File: config.mk
export PLATFORM = sky130hd
export DESIGN_NAME = tlb_mmu
export DESIGN_NICKNAME = d
export VERILOG_FILES = /design/src/rtl/tlb_mmu.sv
export SDC_FILE = /design/constraint.sdc
export NUM_CORES = 2
export LEC_CHECK = 0
export BUFFER_PORTS_ARGS = -buffer_cell sky130_fd_sc_hd__buf_2
export CAP_MARGIN = 40
export CELL_PAD_IN_SITES_DETAIL_PLACEMENT = 0
export CELL_PAD_IN_SITES_GLOBAL_PLACEMENT = 1
export CORE_MARGIN = 2
export CORE_UTILIZATION = 30
export CTS_CLUSTER_SIZE = 24
export DETAILED_ROUTE_END_ITERATION = 6
export PLACE_DENSITY_LB_ADDON = 0.1
export SYNTH_ARGS = -nofsm -noshare
export SYNTH_HDL_FRONTEND = slang
export SYNTH_SLANG_ARGS = --single-unit
File: constraint.sdc
create_clock -name clk -period 7.2 [get_ports clk]
set_input_delay 0.72 -clock clk [delete_from_list [all_inputs] [get_ports clk]]
set_output_delay 0.72 -clock clk [all_outputs]
set_load 0.005 [all_outputs]
File: src/rtl/tlb_mmu.sv
// tlb_mmu: fully-associative MIPS32-style TLB with a registered lookup port and a CP0 command port.
// Ports:
//   clk, rst                     clock, synchronous active-high reset
//   lk_req/vaddr/asid/store      lookup request (sampled each edge)
//   lk_valid/hit/paddr/uncached  registered lookup response, one cycle after lk_req
//   lk_refill/invalid/modified   fault flags; exactly one of hit/faults per valid response
//   cmd_valid/op/index/entryhi/entrylo0/entrylo1
//                                TLBWI(00) TLBWR(01) TLBP(10) TLBR(11)
//   wired_we/wired_val           Wired register write
//   random_o                     Random register
//   cmd_done, probe_o, rd_*      command completion and TLBP/TLBR results
module tlb_mmu #(
    parameter int ENTRIES = 16,
    parameter int IDX_W   = 4,
    parameter int ASID_W  = 8
) (
    input  logic              clk,
    input  logic              rst,
    input  logic              lk_req,
    input  logic [31:0]       lk_vaddr,
    input  logic [ASID_W-1:0] lk_asid,
    input  logic              lk_store,
    output logic              lk_valid,
    output logic              lk_hit,
    output logic [31:0]       lk_paddr,
    output logic              lk_uncached,
    output logic              lk_refill,
    output logic              lk_invalid,
    output logic              lk_modified,
    input  logic              cmd_valid,
    input  logic [1:0]        cmd_op,
    input  logic [IDX_W-1:0]  cmd_index,
    input  logic [31:0]       cmd_entryhi,
    input  logic [31:0]       cmd_entrylo0,
    input  logic [31:0]       cmd_entrylo1,
    input  logic              wired_we,
    input  logic [IDX_W-1:0]  wired_val,
    output logic [IDX_W-1:0]  random_o,
    output logic              cmd_done,
    output logic [31:0]       probe_o,
    output logic [31:0]       rd_entryhi,
    output logic [31:0]       rd_entrylo0,
    output logic [31:0]       rd_entrylo1
);
    localparam int MAXI = ENTRIES - 1;
    localparam logic [IDX_W-1:0] TOP = IDX_W'(MAXI);

    // Per-page payload is {PFN[19:0], C[2:0], D, V}
    logic              e_val  [ENTRIES];
    logic [18:0]       e_vpn2 [ENTRIES];
    logic [ASID_W-1:0] e_asid [ENTRIES];
    logic              e_g    [ENTRIES];
    logic [24:0]       e_lo0  [ENTRIES];
    logic [24:0]       e_lo1  [ENTRIES];
    logic [IDX_W-1:0]  wired;

    // Returns {found, index}; scanning downward leaves the lowest matching index
    function automatic logic [IDX_W:0] find(input logic [18:0] vpn, input logic [ASID_W-1:0] asid);
        find = '0;
        for (int i = ENTRIES - 1; i >= 0; i--)
            if (e_val[i] && e_vpn2[i] == vpn && (e_g[i] || e_asid[i] == asid))
                find = {1'b1, IDX_W'(i)};
    endfunction

    logic              wr_en;
    logic [IDX_W-1:0]  wr_idx;
    logic [IDX_W:0]    lk_m;
    logic [IDX_W:0]    pr_m;
    logic [24:0]       pg;
    logic              unmapped;
    logic              n_hit;
    logic              n_refill;
    logic              n_invalid;
    logic              n_modified;
    logic              n_unc;
    logic [31:0]       n_paddr;
    logic              unused_ok;

    assign unused_ok = ^{cmd_entryhi[12:ASID_W], cmd_entrylo0[31:26], cmd_entrylo1[31:26]};
    assign wr_en     = cmd_valid && !cmd_op[1];
    assign wr_idx    = cmd_op[0] ? random_o : cmd_index;

    always_comb begin
        lk_m       = find(lk_vaddr[31:13], lk_asid);
        pr_m       = find(cmd_entryhi[31:13], cmd_entryhi[ASID_W-1:0]);
        pg         = lk_vaddr[12] ? e_lo1[lk_m[IDX_W-1:0]] : e_lo0[lk_m[IDX_W-1:0]];
        unmapped   = lk_vaddr[31:30] == 2'b10;
        n_refill   = !unmapped && !lk_m[IDX_W];
        n_invalid  = !unmapped && lk_m[IDX_W] && !pg[0];
        n_modified = !unmapped && lk_m[IDX_W] && pg[0] && lk_store && !pg[1];
        n_hit      = unmapped || (lk_m[IDX_W] && pg[0] && !(lk_store && !pg[1]));
        n_unc      = unmapped ? lk_vaddr[29] : (n_hit && pg[4:2] == 3'd2);
        n_paddr    = unmapped ? {3'b000, lk_vaddr[28:0]} : (n_hit ? {pg[24:5], lk_vaddr[11:0]} : 32'h0);
    end

    always_ff @(posedge clk) begin
        if (rst)
            for (int i = 0; i < ENTRIES; i++) e_val[i] <= 1'b0;
        else if (wr_en)
            e_val[wr_idx] <= 1'b1;
    end

    always_ff @(posedge clk) begin
        if (wr_en) begin
            e_vpn2[wr_idx] <= cmd_entryhi[31:13];
            e_asid[wr_idx] <= cmd_entryhi[ASID_W-1:0];
            e_g[wr_idx]    <= cmd_entrylo0[0] & cmd_entrylo1[0];
            e_lo0[wr_idx]  <= cmd_entrylo0[25:1];
            e_lo1[wr_idx]  <= cmd_entrylo1[25:1];
        end
    end

    always_ff @(posedge clk) begin
        if (rst) begin
            lk_valid    <= 1'b0;
            lk_hit      <= 1'b0;
            lk_paddr    <= '0;
            lk_uncached <= 1'b0;
            lk_refill   <= 1'b0;
            lk_invalid  <= 1'b0;
            lk_modified <= 1'b0;
        end else begin
            lk_valid    <= lk_req;
            lk_hit      <= lk_req && n_hit;
            lk_paddr    <= lk_req ? n_paddr : 32'h0;
            lk_uncached <= lk_req && n_unc;
            lk_refill   <= lk_req && n_refill;
            lk_invalid  <= lk_req && n_invalid;
            lk_modified <= lk_req && n_modified;
        end
    end

    always_ff @(posedge clk) begin
        if (rst) begin
            cmd_done    <= 1'b0;
            probe_o     <= '0;
            rd_entryhi  <= '0;
            rd_entrylo0 <= '0;
            rd_entrylo1 <= '0;
        end else begin
            cmd_done <= cmd_valid;
            if (cmd_valid && cmd_op == 2'b10)
                probe_o <= pr_m[IDX_W] ? {(32 - IDX_W)'(0), pr_m[IDX_W-1:0]} : 32'h8000_0000;
            if (cmd_valid && cmd_op == 2'b11) begin
                rd_entryhi  <= {e_vpn2[cmd_index], 13'(e_asid[cmd_index])};
                rd_entrylo0 <= {6'b0, e_lo0[cmd_index], e_g[cmd_index]};
                rd_entrylo1 <= {6'b0, e_lo1[cmd_index], e_g[cmd_index]};
            end
        end
    end

    // Random counts down through [wired, ENTRIES-1], reloading whenever it reaches wired
    always_ff @(posedge clk) begin
        if (rst) begin
            random_o <= TOP;
            wired    <= '0;
        end else if (wired_we) begin
            random_o <= TOP;
            wired    <= (int'(wired_val) > MAXI) ? TOP : wired_val;
        end else begin
            random_o <= (random_o <= wired) ? TOP : random_o - IDX_W'(1);
        end
    end
endmodule
; ---- Word level (Yosys, flattened, before mapping)
; Memories as Yosys holds them, arrays and structs flattened. A register that Yosys moved wholly into a read port is not among the register bits.
; Index checks and enable logic that the tools add are counted.
[word_totals]
ff_bits = 131
ramBits = 1264
output_inout_bits = 171
mem_count = 6
[mem_list]
columns = name, words, word_bits, rd, rd_clocked_by_memory_dff, wr, line
row1 = e_lo0, 16, 25, 2, 1, 1, 53  ; logic [24:0] e_lo0 [ENTRIES];
row2 = e_lo1, 16, 25, 2, 1, 1, 54  ; logic [24:0] e_lo1 [ENTRIES];
row3 = e_vpn2, 16, 19, 17, 1, 1, 50  ; logic [18:0] e_vpn2 [ENTRIES];
row4 = e_asid, 16, 8, 17, 1, 1, 51  ; logic [ASID_W-1:0] e_asid [ENTRIES];
row5 = e_g, 16, 1, 17, 0, 1, 52  ; logic e_g [ENTRIES];
row6 = e_val, 16, 1, 16, 0, 16, 49  ; logic e_val [ENTRIES];
[classes]
addsub = 1
magnitude_cmp = 1
eq_ne = 68
n_mux = 47
bitwise_logic = 3
n_reduce_logical = 125
[op_table]
columns = cell, n
row1 = $eq A19 B19 Y1, 32
row2 = $eq A8 B8 Y1, 32
row3 = $mux W5, 32
row4 = $logic_and A1 B1 Y1, 82
row5 = $mux W29, 2
row6 = $logic_or A1 B1 Y1, 33
row7 = $mux W32, 1
row8 = $mux W25, 1
row9 = $mux W1, 9
row10 = $mux W4, 2
row11 = $eq A2 B2 Y1 const B, 3
row12 = $logic_not A1 Y1, 6
row13 = $le A4 B4 Y1, 1
row14 = $reduce_or A4 Y1, 1
row15 = $sub A4 B1 Y4 const B, 1
row16 = $eq A3 B2 Y1 const B, 1
row17 = $reduce_or A3 Y1, 1
row18 = $not A1 Y1, 2
row19 = $reduce_or A2 Y1, 1
row20 = $and A1 B1 Y1, 1
row21 = $reduce_or A1 Y1, 1

; ---- Logic depth before layout (Yosys ltp)
; An unclocked memory read counts as a cell.
[logic_depth]
word_depth = 30
mapped_depth = 21
depth_no_buf = 15

; ---- Least setup slack after synthesis
; OpenSTA, ideal clock, no wires.
[synth_path]
kind = in2reg
startpoint = input port cmd_index[0]
endpoint = memory e_asid[3][0], enable pin
setup_time_ns = 0.517
arrival_ns = 5.483
t_required_ns = 6.683
setup_slack_ns = 1.200
path_stages = 6
path_cell_list = clkbuf_1 -> buf_1 -> buf_1 -> mux2_2 -> nand2_1 -> nor2_1
[synth_between]
elab_chain_cells = 1
[synth_lines]
columns = item, line
row1 = "start, declared", 32  ; input logic [IDX_W-1:0] cmd_index,
row2 = $mux W4, 81  ; assign wr_idx = cmd_op[0] ? random_o : cmd_index;
row3 = "end, declared", 51
; No other way between the ends.

; ---- Final worst setup path
[layout_path]
startpoint = input port lk_vaddr[15]
endpoint = register lk_paddr[21]
[layout_between]
elab_chain_cells = 28
elab_cells_between_ends = 75
[layout_lines]
columns = item, line
row1 = "start, declared", 20  ; input logic [31:0] lk_vaddr,
row2 = $eq A19 B19 Y1, 61  ; if (e_val[i] && e_vpn2[i] == vpn && (e_g[i] || e_asid[i] == asid))
row3 = $logic_and A1 B1 Y1 (2 in series), 61
row4 = $mux W5 (15 in series), 61
row5 = $mux W5 (*), 61
row6 = "$mem_v2 Z16 W25, on equally long branches", --
row7 = $mux W25, 86  ; pg = lk_vaddr[12] ? e_lo1[lk_m[IDX_W-1:0]] : e_lo0[lk_m[IDX_W-1:0]];
row8 = $logic_not A1 Y1, 91  ; n_hit = unmapped || (lk_m[IDX_W] && pg[0] && !(lk_store && !pg[1]));
row9 = $logic_and A1 B1 Y1, 91
row10 = $logic_not A1 Y1, 91
row11 = $logic_and A1 B1 Y1, 91
row12 = $logic_or A1 B1 Y1, 91
row13 = $mux W29 (*) (2 in series), 93  ; n_paddr = unmapped ? {3'b000, lk_vaddr[28:0]} : (n_hit ? {pg[24:5], lk_vaddr[11:0]} : 32'h0);
row14 = "end signal, assigned", 125  ; lk_paddr <= lk_req ? n_paddr : 32'h0;
row15 = "end, declared", 25  ; output logic [31:0] lk_paddr,
; Mark *: on every way between the ends. The rest lies on a longest branch, timed or not.
; A chain may end at the register's enable or synchronous reset.

==> impl_metrics.env <==
export IMPL_outcome="finished, final reports clean"
export IMPL_max_vdd_ir_drop_mv=0.1749
export IMPL_clock_insertion_delay_worst_skew_ns=0.85
export IMPL_globalRoute_totalOverflow=0
export IMPL_critPathMaxFanout=55
export IMPL_dpl_hpwl_um=191800
export IMPL_grt_pass1_wl_um=395000
export IMPL_synth_async_sr_flop_share_pct=0
export IMPL_wl_per_cell_um=33.05
export IMPL_per_cell_via_count_in_the_routed_design=5.369
export IMPL_timing_critical_path_mode_cell="sky130_fd_sc_hd__nor2_1"
export IMPL_final_layout_size_suffix_gt1_share_pct=21.22
export IMPL_netlist_instances=5108
export IMPL_mux_contribution_to_synthesized_area_pct=14.93
export IMPL_synth_enable_flop_cells=1248
export IMPL_area_of_the_core_um2=234700
export IMPL_power_per_cell_area_nw_per_um2=233.3
export IMPL_grt_start_max_net_pins=110
export IMPL_synth_yosys_seq_area_share_pct=57.21
export IMPL_unrepaired_setup_endpoints_after_global_routing="no"
export IMPL_cts_made_buffers=172
export IMPL_hold_path_class="input port to flip-flop"
export IMPL_yosys_area_share_xor_xnor_pct=10.74
export IMPL_ctsRootBufferMaster="sky130_fd_sc_hd__clkbuf_16"
export IMPL_start_util_pct=30.08
export IMPL_globalplace_congestion=0.8982
export IMPL_via_count_of_the_first_global_routing_pass=47427
export IMPL_post_synth_cell_area_avg_um2=13.82
export IMPL_finalSetupTns_ns=0
export IMPL_fin_hold_ws_ns=0.08437
export IMPL_drt_antenna_violating_nets=0
export IMPL_crit_type="input port to flip-flop"
export IMPL_combinational_family_with_the_most_area_after_synthesis="multiplexers"
export IMPL_clkSinkCount=1394
export IMPL_timing_final_hold_violations=0
export IMPL_critical_path_max_stage_delay_ns=0.89
export IMPL_post_synth_fa_ha_maj_area_fraction_pct=0.08859
export IMPL_cts_setup_buffers=0
export IMPL_count_of_standard_cell_rows=178
export IMPL_layout_setup_ws_ns=1.704
export IMPL_antenna_violations_before_repair=37
export IMPL_synth_seq_cells=1394
export IMPL_synth_warnings=0
export IMPL_end_kind="flip-flop"
export IMPL_dieWidth_um=489.2
export IMPL_setup_viol=0
export IMPL_tritoncts="built"
export IMPL_synthesis_area_um2=70620
export IMPL_worst_setup_path_start_kind="input port"
export IMPL_path_cells="buf_2 -> xor2_1 -> nor4_1 -> nand3_1 -> nor4_1 -> nor2_1 -> nor4b_1 -> buf_4 -> a31o_4 -> buf_12 -> buf_4 -> mux2_2 -> nor2_1 -> a211oi_1 -> a32oi_1 -> nand3_1 -> nor3_1 -> nor2_1"
export IMPL_critical_path_required_ns=7.93
export IMPL_static_leakage_power_nw=27.63
export IMPL_num_fill_cells=22892
export IMPL_relative_max_transition_margin_pct=30.42
export IMPL_clkTransAtPathRegs_ns=0.06
export IMPL_drt_first_pass_iters=5
export IMPL_synthSimpleGateAreaFrac_pct=10.11
export IMPL_finalWirelength_um=287900
export IMPL_post_route_clock_period_utilization_pct=76.33
export IMPL_slew_viol_final=0
export IMPL_clock_tree_buffer_depth=3
export IMPL_die_height_um=489.2
export IMPL_numPortBuffers=261
export IMPL_critical_path_slowest_cell="sky130_fd_sc_hd__nor4_1"
export IMPL_max_cap_violations=0
export IMPL_share_of_the_synthesized_area_in_compound_gates_ao_oa_aoi_oai_pct=3.972
export IMPL_timing_clock_skew_ns=0.06115
export IMPL_post_place_ws_ns=0.9682
export IMPL_finalNetCount=5561
export IMPL_die_area_um2=239300
export IMPL_drc=0
export IMPL_globalRouteTotalUtil_pct=23.77
export IMPL_maxClockFrequency_ghz=0.1820
export IMPL_layout_area_overhead_vs_synth_pct=16.60
export IMPL_pin_count=323
export IMPL_worstMarginPinSlew_ns=1.034
export IMPL_h_tree_level_count=4
export IMPL_ys_flop_type="sky130_fd_sc_hd__edfxtp_1"
export IMPL_drt_iter0_drc=4170
export IMPL_detailroute_via_count=46771
export IMPL_layout_min_cycle_time_ns=5.496
export IMPL_cp_arrival_ns=6.23
export IMPL_yosys_cell_types_count=77
==> metrics by stage <==
stage                     cell area, um^2  instances  power (mW)  utilization, %
after detailed placement            76580       8379       10.57           32.62
final                               82340       8712       19.21           35.08
after CTS                           82320       8702       19.45           35.07
after global placement              75890       8341       10.55           32.33
after floorplan                     70780       5151       9.905               -
after global routing                82330       8707       19.83           35.07
==> where the power goes <==
group	internal [mW]	switching, mW	leakage [nW]
combinational	0.513	0.946	12.4
sequential	8.89	0.0498	12.4
clock	5.13	3.69	2.82
total	14.5	4.68	27.6
==> metal layers <==
| metal | up-vias | track usage [%] | wire (um) |
|---|---|---|---|
| li1 | 20085 | - | - |
| met1 | 24714 | 32.23 | 125900 |
| met5 | - | 0 | 159 |
| met3 | 384 | 3.754 | 15890 |
| met4 | 28 | 7.908 | 10150 |
| met2 | 1560 | 38.74 | 135800 |
==> cells in the mapped netlist, types with 7 or more instances <==
library cell	count	area, um^2
sky130_fd_sc_hd__a211oi_1	61	457.9
sky130_fd_sc_hd__a21oi_1	237	1186
sky130_fd_sc_hd__a221o_1	9	90.09
sky130_fd_sc_hd__a221oi_1	7	61.31
sky130_fd_sc_hd__a31oi_1	12	75.07
sky130_fd_sc_hd__a32oi_1	9	78.83
sky130_fd_sc_hd__and2_1	44	275.3
sky130_fd_sc_hd__and3_1	61	381.6
sky130_fd_sc_hd__buf_1	55	206.5
sky130_fd_sc_hd__buf_2	62	310.3
sky130_fd_sc_hd__buf_4	65	488.0
sky130_fd_sc_hd__buf_6	30	337.8
sky130_fd_sc_hd__clkbuf_1	181	679.4
sky130_fd_sc_hd__dfxtp_1	146	2923
sky130_fd_sc_hd__edfxtp_1	1248	37480
sky130_fd_sc_hd__inv_1	12	45.04
sky130_fd_sc_hd__mux2_2	11	123.9
sky130_fd_sc_hd__mux2i_1	155	1551
sky130_fd_sc_hd__mux4_2	393	8851
sky130_fd_sc_hd__nand2_1	624	2342
sky130_fd_sc_hd__nand2b_1	7	43.79
sky130_fd_sc_hd__nand3_1	140	700.7
sky130_fd_sc_hd__nand4_1	80	500.5
sky130_fd_sc_hd__nand4b_1	15	131.4
sky130_fd_sc_hd__nor2_1	100	375.4
sky130_fd_sc_hd__nor2b_1	11	68.82
sky130_fd_sc_hd__nor3_1	25	125.1
sky130_fd_sc_hd__nor3b_1	12	90.09
sky130_fd_sc_hd__nor4_1	213	1333
sky130_fd_sc_hd__nor4b_1	39	341.6
sky130_fd_sc_hd__o211ai_1	34	255.2
sky130_fd_sc_hd__o21ai_0	30	150.1
sky130_fd_sc_hd__o31a_1	10	87.58
sky130_fd_sc_hd__or4_1	37	277.8
sky130_fd_sc_hd__xnor2_1	219	1918
sky130_fd_sc_hd__xor2_1	647	5667
==> critical path, delay by kind of cell <==
family                 cells  cell delay (ns)
multiplexers               1             0.37
AO/OA/AOI/OAI              3             0.73
AND/OR/NAND/NOR            9             2.48
buffers and inverters      4             1.63
XOR/XNOR                   1             0.18
==> registers in the layout, summed over array words and instances, names as in the netlist <==
| register | cells |
|---|---|
| e_g | 16 |
| lk_refill | 1 |
| e_vpn2 | 304 |
| random_o | 4 |
| lk_paddr | 32 |
| wired | 4 |
| rd_entrylo0 | 25 |
| cmd_done | 1 |
| lk_valid | 1 |
| rd_entrylo1 | 26 |
| e_lo0 | 400 |
| e_lo1 | 400 |
| rd_entryhi | 27 |
| probe_o | 5 |
| e_asid | 128 |
| lk_uncached | 1 |
| lk_invalid | 1 |
| lk_modified | 1 |
| e_val | 16 |
| lk_hit | 1 |
==> layout by cell type, fill, tap and decap left out, types with 12 or more instances in the layout <==
cell	instances
sky130_fd_sc_hd__nand2_1	624
sky130_fd_sc_hd__nor4_1	212
sky130_fd_sc_hd__nor2_1	84
sky130_fd_sc_hd__clkinv_1	29
sky130_fd_sc_hd__nand3_1	138
sky130_fd_sc_hd__clkbuf_1	37
sky130_fd_sc_hd__nor3_1	25
sky130_fd_sc_hd__buf_4	157
sky130_fd_sc_hd__and3_1	60
sky130_fd_sc_hd__bufinv_16	12
sky130_fd_sc_hd__xor2_1	647
sky130_fd_sc_hd__nor4b_1	39
sky130_fd_sc_hd__buf_2	257
sky130_fd_sc_hd__clkinv_2	36
sky130_fd_sc_hd__buf_12	34
sky130_fd_sc_hd__o211ai_1	34
sky130_fd_sc_hd__nor2_4	16
sky130_fd_sc_hd__o21ai_0	30
sky130_fd_sc_hd__nand4b_1	15
sky130_fd_sc_hd__mux4_2	393
sky130_fd_sc_hd__buf_16	16
sky130_fd_sc_hd__clkbuf_16	177
sky130_fd_sc_hd__xnor2_1	219
sky130_fd_sc_hd__nand4_1	80
sky130_fd_sc_hd__or4_1	37
sky130_fd_sc_hd__inv_1	12
sky130_fd_sc_hd__conb_1	44
sky130_fd_sc_hd__clkbuf_8	17
sky130_fd_sc_hd__dfxtp_1	146
sky130_fd_sc_hd__a211oi_1	61
sky130_fd_sc_hd__a21oi_1	237
sky130_fd_sc_hd__and2_1	43
sky130_fd_sc_hd__nor3b_1	12
sky130_fd_sc_hd__mux2i_1	155
sky130_fd_sc_hd__edfxtp_1	1248
==> logic make-up after synthesis <==
family / Yosys count
simple gates: 1426
flops: 1394
xor+xnor: 866
mux: 560
compound gates: 448
fa+ha+maj: 5
buf+inv: 408
other cells: 1
==> repair_timing <==
action	4_1_cts	5_1_grt
hold buffers	1	0
gates resized for setup	0	0
hold endpoints to repair	1	0
==> final timing paths <==
check	to	depth (start not counted)	slack (ns)	from
worst max register to register	lk_paddr[21]	17	1.76	e_asid[5][1]
worst min register to register	rd_entryhi[25]	2	0.45	rd_entryhi[25]
worst min-delay path	lk_paddr[11]	2	0.08	lk_vaddr[11]
worst max-delay path	lk_paddr[21]	18	1.70	lk_vaddr[15]
==> final cells by class <==
type,instances,area (um^2),area share (%)
Tap cell,3150,3941,4.786
Timing Repair Buffer,472,3689,4.479
Sequential cell,1394,40400,49.06
Clock inverter,92,937.1,1.138
Multi-Input combinational cell,3349,28500,34.61
Antenna cell,10,25.02,0.03039
Clock buffer,230,4788,5.815
Inverter,15,61.31,0.07446
No activity file was read; power rests on OpenSTA's default activity.
